===== config.mk =====
export PLATFORM = sky130hd
export DESIGN_NAME = prog_mem_loader_flat
export DESIGN_NICKNAME = d
export VERILOG_FILES = /design/src/rtl/prog_mem_loader_if.sv /design/src/rtl/prog_mem_loader.sv /design/src/flat_wrapper.sv
export SDC_FILE = /design/constraint.sdc
export NUM_CORES = 1
export LEC_CHECK = 0
export CAP_MARGIN = 20
export CORE_ASPECT_RATIO = 0.9
export CORE_UTILIZATION = 43
export DETAILED_ROUTE_END_ITERATION = 10
export PLACE_DENSITY = 0.8
export SYNTH_ARGS = -nofsm -noshare
export SYNTH_HDL_FRONTEND = slang
export SYNTH_SLANG_ARGS = --single-unit

===== constraint.sdc =====
create_clock -name CLK -period 1.61 [get_ports CLK]
set_input_delay 0.4025 -clock CLK [delete_from_list [all_inputs] [get_ports CLK]]
set_output_delay 0.4025 -clock CLK [all_outputs]
set_load 0.005 [all_outputs]

===== src/rtl/prog_mem_loader_if.sv =====
// Bundle of the signals between a program-image loader, its stream source and the memory
// write port.
//   start                          pulse that begins a load
//   in_data/in_valid/in_last       stream word, qualifier, end-of-image marker
//   in_ready                       loader accepts a word this cycle
//   mem_we/mem_addr/mem_wdata      memory write port
//   busy/done/overflow/word_count  load status
// slave  : the loader's view (consumes the stream, drives memory and status).
// master : the controller/source view (drives the stream and start, observes the rest).
interface prog_mem_loader_if #(
  parameter int unsigned DATA_WIDTH = 32,
  parameter int unsigned ADDR_WIDTH = 8
);

  logic                  start;
  logic [DATA_WIDTH-1:0] in_data;
  logic                  in_valid;
  logic                  in_last;
  logic                  in_ready;
  logic                  mem_we;
  logic [ADDR_WIDTH-1:0] mem_addr;
  logic [DATA_WIDTH-1:0] mem_wdata;
  logic                  busy;
  logic                  done;
  logic                  overflow;
  logic [ADDR_WIDTH:0]   word_count;

  modport slave (
    input  start,
    input  in_data,
    input  in_valid,
    input  in_last,
    output in_ready,
    output mem_we,
    output mem_addr,
    output mem_wdata,
    output busy,
    output done,
    output overflow,
    output word_count
  );

  modport master (
    output start,
    output in_data,
    output in_valid,
    output in_last,
    input  in_ready,
    input  mem_we,
    input  mem_addr,
    input  mem_wdata,
    input  busy,
    input  done,
    input  overflow,
    input  word_count
  );

endinterface


===== src/rtl/prog_mem_loader.sv =====
// Program-image loader. Accepts words from a valid/ready stream and writes them to
// consecutive memory addresses starting at BASE_ADDR, one registered write per accepted
// word, one cycle after the handshake. Reports completion, the number of words accepted
// and an overflow when the image does not fit between BASE_ADDR and the top of memory.
//
// Ports:
//   CLK  rising-edge clock
//   RST  synchronous active-high reset
//   bus  prog_mem_loader_if.slave: start, stream in (in_data/in_valid/in_last/in_ready),
//        memory write port (mem_we/mem_addr/mem_wdata), status (busy/done/overflow/
//        word_count)
//
// Capacity is 2^ADDR_WIDTH - BASE_ADDR words; BASE_ADDR must lie inside the memory.
module prog_mem_loader #(
  parameter int unsigned DATA_WIDTH = 32,
  parameter int unsigned ADDR_WIDTH = 8,
  parameter int unsigned BASE_ADDR  = 0
) (
  input logic              CLK,
  input logic              RST,
  prog_mem_loader_if.slave bus
);

  localparam logic [ADDR_WIDTH-1:0] BaseAddr = ADDR_WIDTH'(BASE_ADDR);
  localparam logic [ADDR_WIDTH-1:0] PtrOne   = ADDR_WIDTH'(1);
  localparam logic [ADDR_WIDTH:0]   CountOne = (ADDR_WIDTH + 1)'(1);

  typedef enum logic [1:0] {
    StIdle,
    StLoad,
    StDone,
    StError
  } state_e;

  state_e                state_q, state_d;
  logic [ADDR_WIDTH-1:0] ptr_q, ptr_d;
  logic [ADDR_WIDTH:0]   count_q, count_d;
  logic                  we_q, we_d;
  logic [ADDR_WIDTH-1:0] addr_q, addr_d;
  logic [DATA_WIDTH-1:0] wdata_q, wdata_d;

  // Next-state and write-port logic. The write port registers are loaded only on a
  // handshake, so address and data hold their last values between writes.
  always_comb begin
    state_d = state_q;
    ptr_d   = ptr_q;
    count_d = count_q;
    we_d    = 1'b0;
    addr_d  = addr_q;
    wdata_d = wdata_q;

    unique case (state_q)
      StIdle, StDone, StError: begin
        if (bus.start) begin
          state_d = StLoad;
          ptr_d   = BaseAddr;
          count_d = '0;
        end
      end

      StLoad: begin
        // in_ready is high throughout LOAD, so in_valid alone marks a handshake;
        // a start pulse here is deliberately ignored.
        if (bus.in_valid) begin
          we_d    = 1'b1;
          addr_d  = ptr_q;
          wdata_d = bus.in_data;
          count_d = count_q + CountOne;

          if (bus.in_last) begin
            state_d = StDone;
          end else if (ptr_q == '1) begin
            // Top of memory written and the image keeps going: stop rather than wrap.
            state_d = StError;
          end

          // Pointer saturates at the top address; leaving LOAD there never reuses it.
          if (ptr_q != '1) begin
            ptr_d = ptr_q + PtrOne;
          end
        end
      end

      default: begin
        state_d = StIdle;
      end
    endcase
  end

  // Reset clears the pending write as well, so a handshake in the reset cycle never
  // reaches memory.
  always_ff @(posedge CLK) begin
    if (RST) begin
      state_q <= StIdle;
      ptr_q   <= '0;
      count_q <= '0;
      we_q    <= 1'b0;
      addr_q  <= '0;
      wdata_q <= '0;
    end else begin
      state_q <= state_d;
      ptr_q   <= ptr_d;
      count_q <= count_d;
      we_q    <= we_d;
      addr_q  <= addr_d;
      wdata_q <= wdata_d;
    end
  end

  // Status decodes straight from the state register, so done/overflow rise and busy
  // falls in the same cycle as the final write pulse.
  assign bus.in_ready   = (state_q == StLoad);
  assign bus.busy       = (state_q == StLoad);
  assign bus.done       = (state_q == StDone);
  assign bus.overflow   = (state_q == StError);
  assign bus.word_count = count_q;
  assign bus.mem_we     = we_q;
  assign bus.mem_addr   = addr_q;
  assign bus.mem_wdata  = wdata_q;

endmodule


===== src/flat_wrapper.sv =====
// flat-port wrapper written by rule: the top's interface ports become plain ports
module prog_mem_loader_flat 
#(
  parameter int unsigned DATA_WIDTH = 32,
  parameter int unsigned ADDR_WIDTH = 8,
  parameter int unsigned BASE_ADDR  = 0
)
  (CLK, RST, bus_start, bus_in_data, bus_in_valid, bus_in_last, bus_in_ready, bus_mem_we, bus_mem_addr, bus_mem_wdata, bus_busy, bus_done, bus_overflow, bus_word_count);
  prog_mem_loader_if #(.DATA_WIDTH(DATA_WIDTH), .ADDR_WIDTH(ADDR_WIDTH)) bus_i ();
  input logic CLK;
  input logic RST;
  input wire logic [$bits(bus_i.start)-1:0] bus_start;
  input wire logic [$bits(bus_i.in_data)-1:0] bus_in_data;
  input wire logic [$bits(bus_i.in_valid)-1:0] bus_in_valid;
  input wire logic [$bits(bus_i.in_last)-1:0] bus_in_last;
  output wire logic [$bits(bus_i.in_ready)-1:0] bus_in_ready;
  output wire logic [$bits(bus_i.mem_we)-1:0] bus_mem_we;
  output wire logic [$bits(bus_i.mem_addr)-1:0] bus_mem_addr;
  output wire logic [$bits(bus_i.mem_wdata)-1:0] bus_mem_wdata;
  output wire logic [$bits(bus_i.busy)-1:0] bus_busy;
  output wire logic [$bits(bus_i.done)-1:0] bus_done;
  output wire logic [$bits(bus_i.overflow)-1:0] bus_overflow;
  output wire logic [$bits(bus_i.word_count)-1:0] bus_word_count;
  assign bus_i.start = bus_start;
  assign bus_i.in_data = bus_in_data;
  assign bus_i.in_valid = bus_in_valid;
  assign bus_i.in_last = bus_in_last;
  assign bus_in_ready = bus_i.in_ready;
  assign bus_mem_we = bus_i.mem_we;
  assign bus_mem_addr = bus_i.mem_addr;
  assign bus_mem_wdata = bus_i.mem_wdata;
  assign bus_busy = bus_i.busy;
  assign bus_done = bus_i.done;
  assign bus_overflow = bus_i.overflow;
  assign bus_word_count = bus_i.word_count;
  prog_mem_loader #(.DATA_WIDTH(DATA_WIDTH), .ADDR_WIDTH(ADDR_WIDTH), .BASE_ADDR(BASE_ADDR)) u_core (.CLK(CLK), .RST(RST), .bus(bus_i));
endmodule

==> impl_metrics.json, run 1 <==
{
  "placement.io_buffers": 90,
  "die_height_um": 71.94,
  "critPathLaunch": "bus_in_valid",
  "cts.root.buffer_cell": "sky130_fd_sc_hd__clkbuf_8",
  "layoutNonFillerInstCount": 472,
  "worst_case_clock_skew_ns": 0.005752,
  "dominantRegCellSynth": "sky130_fd_sc_hd__dfxtp_1",
  "achievable-frequency_ghz": 0.6325,
  "cts.htree.levels": 3,
  "pwr-share-clk": 0.369,
  "max_cap_viol_count": 0,
  "std_cell_core_area_um2": 5255,
  "antennaDiodeCount": 0,
  "routed_wirelength_um": 5841,
  "comb_power_share": 0.126,
  "grt.total_usage": 0.2073,
  "crit_path_cell_trace": "clkdlybuf4s50_1 -> and3b_2 -> a21oi_4 -> or4_4 -> a21oi_2",
  "fp-row-count": 25,
  "wire_length_of_the_first_global_routing_pass_um": 9135,
  "grt_start_max_net_pins": 49,
  "postSynthCellCount": 286,
  "path_buf_inv": 1,
  "period_share": 0.9819,
  "post-route-worst-setup-slack_ns": 0.02909,
  "drive_above_1_share": 0.1580,
  "preCtsSetupSlack_ns": -0.2955,
  "cts.path.max_buffers": 2,
  "mappedNetlistArea_um2": 2337,
  "timing.critical_path.to_type": "flip-flop",
  "finalSetupViolations": 0,
  "critical_path_depth_in_cells": 5,
  "cts-buffers-inserted": 9,
  "grt_setup_unrepaired": "true",
  "syn-mean-instance-area_um2": 8.172,
  "leakagePower_nw": 1.686,
  "hpwlAfterDp_um": 3971,
  "worst-setup-path-type": "in2reg",
  "final-max-slew-violation-count": 0,
  "area_grow_syn2layout_pct": 58.89,
  "first_global_vias": 2044,
  "leading_cell_type_in_the_layout_fill_and_taps_excluded": "sky130_fd_sc_hd__nand2_1",
  "ioPinCount": 91,
  "holdCritStartpoint": "RST",
  "max-slew-margin-rel": 0.8032,
  "timing.critical_path.from_type": "primary input",
  "grt_remaining_overflow": 0,
  "post_synth_num_cell_types": 40,
  "drc": 0,
  "worstSkewPairLatency_ns": 0.33,
  "gr-max-usage-layer": "met2",
  "die_area_um2": 5735,
  "antenna_found_initial": 0,
  "detail_route.vias_per_cell": 4.966,
  "powerDensity_nw_per_um2": 825.5,
  "internal_power_w": 0.002348,
  "routedWlPerCell_um": 12.38,
  "critical_path.max_fanout": 6,
  "place_congestion": 0.7893,
  "cp_slowest_cell": "sky130_fd_sc_hd__or4_4",
  "clock-sinks": 60,
  "synth-edff-count": 0,
  "ys_ff_latch": 60,
  "die_width_um": 79.72,
  "hold_buffers": 0,
  "min_path_type": "in2reg",
  "placed_cells": 450,
  "finalCoreUtilization": 0.7067,
  "finalInstanceArea_um2": 3714,
  "drt-pass1-iter-count": 4,
  "worstPathArrival_ns": 1.84,
  "final_cell_mix": "sky130_fd_sc_hd__nand2_1, sky130_fd_sc_hd__clkdlybuf4s50_1, sky130_fd_sc_hd__dfxtp_1, sky130_fd_sc_hd__a21oi_1, sky130_fd_sc_hd__buf_4",
  "grt.met2_usage": 0.3324,
  "vias": 2344,
  "timing.critical_path.slowest_cell_delay_ns": 0.48,
  "dpl_cell_area_um2": 3437,
  "power_switching_w": 0.0007174,
  "timing.critical_path.max_delay_family": "simple AND/OR/NAND/NOR gates",
  "yosys_warnings": 0,
  "gr-usage-met3": 0.08805,
  "cts_tree": "done",
  "vdd_ir_drop_max_v": 0.0006776,
  "initialDrtViolationCount": 77,
  "worst-slew-pin-transition_ns": 0.2916,
  "p_sw_frac": 0.2340,
  "finish.net_count": 439,
  "drt.antenna.violating_nets": 0,
  "clk_transition_reported_paths_ns": 0.06,
  "floorplan.initialDensity": 0.4448,
  "critPathRequiredTime_ns": 1.87,
  "sequential_element_share_of_the_synthesized_area": 0.5139,
  "synth_fp_nets": 325,
  "asyncSetResetFlopFracSynth": 0,
  "min_delay_path_depth": 2,
  "final_hold_viol_count": 0,
  "critical_path.reg2reg.startpoint": "u_core.state_q[1]",
  "outcome": "complete, no violations",
  "met1_usage": 0.2472,
  "rr_worst_depth": 5,
  "power.sequential.fraction": 0.504,
  "period_needed_ns": 1.581
}
## per-stage QoR
| step | hold slack, ns | TNS [ns] | total power (W) |
|---|---|---|---|
| final | 0.3676 | 0 | 0.003066 |
| after global routing | 0.3687 | -0.05058 | 0.003211 |
| after CTS | 0.3479 | -0.05820 | 0.003093 |
| after detailed placement | 0.4476 | -5.719 | 0.001958 |
| after global placement | 0.4409 | -4.824 | 0.001953 |
| after floorplan | 0.4527 | 0 | 0.001723 |
## layer usage
| metal | share of wire | wire (um) | vias to the layer above |
|---|---|---|---|
| li1 | - | - | 1203 |
| met1 | 0.43 | 2501 | 1046 |
| met2 | 0.46 | 2695 | 90 |
| met3 | 0.10 | 601 | 5 |
| met4 | 0.0072 | 42 | 0 |
| met5 | 0 | 0 | - |
## sequential cells by signal, indices dropped and copies added (netlist names)
signal	flops
u_core.bus.mem_wdata	32
u_core.bus.word_count	9
u_core.bus.mem_we	1
u_core.ptr_q	8
u_core.state_q	2
u_core.bus.mem_addr	8
## path summary, 6_finish.rpt
path	slack, ns	end
setup / recovery	0.03	u_core.bus.word_count[8]
hold / removal	0.37	u_core.state_q[1]
setup reg to reg	0.09	u_core.bus.word_count[8]
hold reg to reg	0.45	u_core.bus.mem_wdata[25]
## cells in the mapped netlist, drive strengths merged (2+ instances only)
master | n | area [um^2]
nand3b | 2 | 15.01
mux2i | 2 | 20.02
nand4 | 2 | 12.51
nand2 | 89 | 334.1
xor2 | 2 | 17.52
dfxtp | 60 | 1201
inv | 2 | 7.510
o311ai | 3 | 26.28
o41ai | 2 | 17.52
buf | 10 | 55.05
o211ai | 5 | 37.54
nand2b | 6 | 37.54
and3 | 3 | 18.77
a311oi | 2 | 17.52
a211oi | 2 | 15.01
nand3 | 5 | 30.03
a21oi | 51 | 259.0
ha | 2 | 25.02
nor2 | 11 | 41.29
o21ai | 3 | 15.01
clkbuf | 9 | 33.78
or4 | 2 | 15.01
## power by group through the flow
stage | logic, W | clock network, W | registers (W)
final | 0.000388 | 0.00113 | 0.00155
after global routing | 0.000426 | 0.00123 | 0.00155
after CTS | 0.000379 | 0.00117 | 0.00155
after detailed placement | 0.000376 | 0 | 0.00158
after global placement | 0.000373 | 0 | 0.00158
after floorplan | 0.000139 | 0 | 0.00158
## cell type report
class / instances / area [um^2]
clock buffer: 14 / 152.6
multi-input combinational: 205 / 1062
fill: 444 / 1541
timing repair buffer: 122 / 1181
sequential: 60 / 1216
inverter: 2 / 7.507
clock inverter: 2 / 10.01
tap: 67 / 83.83
## worst reg2reg max path: stages, from the launching register on
cell and delay (ns):
sky130_fd_sc_hd__dfxtp_2 0.32, sky130_fd_sc_hd__buf_4 0.13, sky130_fd_sc_hd__and3b_2 0.30, sky130_fd_sc_hd__a21oi_4 0.07
sky130_fd_sc_hd__or4_4 0.49, sky130_fd_sc_hd__a21oi_2 0.14
## kinds of logic (layout without fill, tap and decap cells)
kind of cell | after synthesis | in the layout | synth area share
AND/OR/NAND/NOR | 127 | 127 | 0.2393
flip-flops | 60 | 60 | 0.5139
adder cells (fa/ha/maj) | 2 | 2 | 0.01070
buffers and inverters | 21 | 140 | 0.04122
multiplexers | 2 | 2 | 0.008566
XOR/XNOR | 2 | 2 | 0.007496
AO/OA/AOI/OAI | 72 | 72 | 0.1788
## what timing repair did
| action | in CTS | in global routing |
|---|---|---|
| setup endpoints to repair | 13 | 26 |
| gates resized for setup | 21 | 28 |
| buffers inserted | 2 | 4 |
| pin swaps | 0 | 4 |
Note: power is estimated with default switching activity, not from simulation.
==> run 2, diff against run 1 <==
--- a/config.mk
+++ b/config.mk
@@ -5,11 +5,12 @@
 export SDC_FILE = /design/constraint.sdc
 export NUM_CORES = 1
 export LEC_CHECK = 0
-export CAP_MARGIN = 20
+export CAP_MARGIN = 25
 export CORE_ASPECT_RATIO = 0.9
-export CORE_UTILIZATION = 43
+export CORE_UTILIZATION = 45
+export CTS_BUF_LIST = sky130_fd_sc_hd__clkbuf_4
 export DETAILED_ROUTE_END_ITERATION = 10
-export PLACE_DENSITY = 0.8
+export PLACE_DENSITY = 0.83
 export SYNTH_ARGS = -nofsm -noshare
 export SYNTH_HDL_FRONTEND = slang
 export SYNTH_SLANG_ARGS = --single-unit
==> run 2 against run 1 <==
Net effect:
- final cell count fell by 0.42%
- maximum frequency rose by 0.25%
- clock skew rose by 0.0048 ns
- hold slack got worse by 0.086 ns
- worst setup slack improved by 0.0040 ns
- utilization rose by 3.1 points
- die area fell by 4.3%
- combinational power fell by 3%
- sequential share of layout area rose by 1.7 points
==> impl_metrics.json, run 2 (synthesis results as in run 1) <==
{
  "outcome": "complete, no violations",
  "detail_route.vias_per_cell": 5.111,
  "final-seq-area_um2": 1250,
  "fp-row-count": 24,
  "cts.root.buffer_cell": "sky130_fd_sc_hd__clkbuf_4",
  "leading_cell_type_in_the_layout_fill_and_taps_excluded": "sky130_fd_sc_hd__nand2_1",
  "max_cap_viol_count": 0,
  "timing.critical_path.to_type": "flip-flop",
  "finalInstanceArea_um2": 3632,
  "drive_above_1_share": 0.2321,
  "clock-sinks": 60,
  "die_height_um": 70.37,
  "antenna_found_initial": 0,
  "place_congestion": 0.8131,
  "period_share": 0.9794,
  "worst-setup-path-type": "reg2reg",
  "routed_wirelength_um": 6217,
  "placement.io_buffers": 90,
  "critical_path.max_fanout": 6,
  "grt.total_usage": 0.2422,
  "timing.critical_path.from_type": "flip-flop",
  "achievable-frequency_ghz": 0.6342,
  "filler_cell_count": 430,
  "final_cell_mix": "sky130_fd_sc_hd__nand2_1, sky130_fd_sc_hd__dlygate4sd2_1, sky130_fd_sc_hd__a21oi_1, sky130_fd_sc_hd__clkdlybuf4s50_1, sky130_fd_sc_hd__dfxtp_2",
  "hold_buffers": 0,
  "preCtsSetupSlack_ns": -0.2796,
  "cts-buffers-inserted": 9,
  "grt_remaining_overflow": 0,
  "finalSetupViolations": 0,
  "worstPathArrival_ns": 1.93,
  "worst_case_clock_skew_ns": 0.01060,
  "hpwlAfterDp_um": 4101,
  "grt_start_max_net_pins": 49,
  "max-slew-margin-rel": 0.8137,
  "total_power_w": 0.002736,
  "powerDensity_nw_per_um2": 753.4,
  "finalCoreUtilization": 0.7376,
  "initialDrtViolationCount": 87,
  "wire_length_of_the_first_global_routing_pass_um": 10290,
  "area_grow_syn2layout_pct": 55.41,
  "holdWs_ns": 0.2819,
  "first_global_vias": 2287,
  "vdd_ir_drop_max_v": 0.0005391,
  "die_width_um": 77.97,
  "critPathRequiredTime_ns": 1.96,
  "finish.net_count": 440,
  "largest_register_ffs": 32,
  "ioPinCount": 91,
  "min_path_type": "in2reg",
  "cts.htree.levels": 3,
  "drc": 0,
  "grt_setup_unrepaired": "true",
  "leakagePower_nw": 1.546,
  "dpl_cell_area_um2": 3412,
  "die_area_um2": 5486,
  "vias": 2402,
  "post-route-worst-setup-slack_ns": 0.03309,
  "final_hold_viol_count": 0,
  "worst-slew-pin-transition_ns": 0.2759,
  "cts_tree": "done",
  "routedWlPerCell_um": 13.23,
  "drt.antenna.violating_nets": 0,
  "antennaDiodeCount": 0,
  "period_needed_ns": 1.577,
  "drt-pass1-iter-count": 4,
  "std_cell_core_area_um2": 4925,
  "multiInputGateArea_um2": 1101,
  "worstSkewPairLatency_ns": 0.41,
  "floorplan.initialDensity": 0.4746,
  "final-max-slew-violation-count": 0,
  "clk_transition_reported_paths_ns": 0.10,
  "cts.path.max_buffers": 2
}
[run 2: changes by cell type in the layout (fill, tap and decap cells not counted), moves of 10 or more]
cell,change
sky130_fd_sc_hd__dfxtp_2,+21
sky130_fd_sc_hd__dfxtp_1,-23
sky130_fd_sc_hd__clkdlybuf4s50_1,-26
sky130_fd_sc_hd__clkbuf_8,-10
sky130_fd_sc_hd__clkbuf_4,+10
sky130_fd_sc_hd__dlymetal6s2s_1,-18
sky130_fd_sc_hd__dlygate4sd2_1,+42
[run 2: worst paths after layout]
| path | start | end | slack [ns] | depth (start not counted) |
|---|---|---|---|---|
| worst max register to register | u_core.state_q[1] | u_core.bus.word_count[8] | 0.03 | 6 |
| worst min register to register | u_core.bus.mem_wdata[4] | u_core.bus.mem_wdata[4] | 0.45 | 2 |
| worst max-delay path | u_core.state_q[1] | u_core.bus.word_count[8] | 0.03 | 6 |
| worst min-delay path | RST | u_core.bus.mem_addr[7] | 0.28 | 2 |
[run 2: report_power, final]
group	switching, W	internal [W]
clock	0.000513	0.000304
sequential	0.0000196	0.00152
combinational	0.000170	0.000206
total	0.000703	0.00203
[run 2: layout make-up]
class | instances | share of cell area
well taps | 65 | 0.02239
repair buffers | 123 | 0.3021
multi-input cells | 205 | 0.3031
clock inverters | 5 | 0.005512
clock buffers | 10 | 0.02067
flip-flops and latches | 60 | 0.3441
inverters | 2 | 0.002067
[run 2: per-layer routing]
metal	wire (um)	GRT usage	vias up
li1	-	-	1208
met1	2660	0.2785	1109
met2	3041	0.4031	80
met3	479	0.1242	5
met4	36	0.04938	0
met5	0	0	-
[run 2: what timing repair did]
action	4_1_cts	5_1_grt
endpoints found under the setup margin	54	24
pin swaps	1	0
setup buffers	9	1
resized for setup	102	14
[run 2: through the flow]
step | std cells | TNS (ns)
detailed placement | 445 | -7.048
CTS | 469 | -0.0005485
floorplan | 286 | 0
finish | 470 | 0
global route | 470 | -0.08726
global placement | 445 | -5.442
[run 2: critical path, cell delays in order, from the launching register on]
cell                      delay, ns
sky130_fd_sc_hd__dfxtp_2       0.33
sky130_fd_sc_hd__buf_6         0.11
sky130_fd_sc_hd__buf_6         0.10
sky130_fd_sc_hd__and3b_2       0.28
sky130_fd_sc_hd__a21oi_4       0.08
sky130_fd_sc_hd__or4_4         0.49
sky130_fd_sc_hd__a21oi_2       0.12
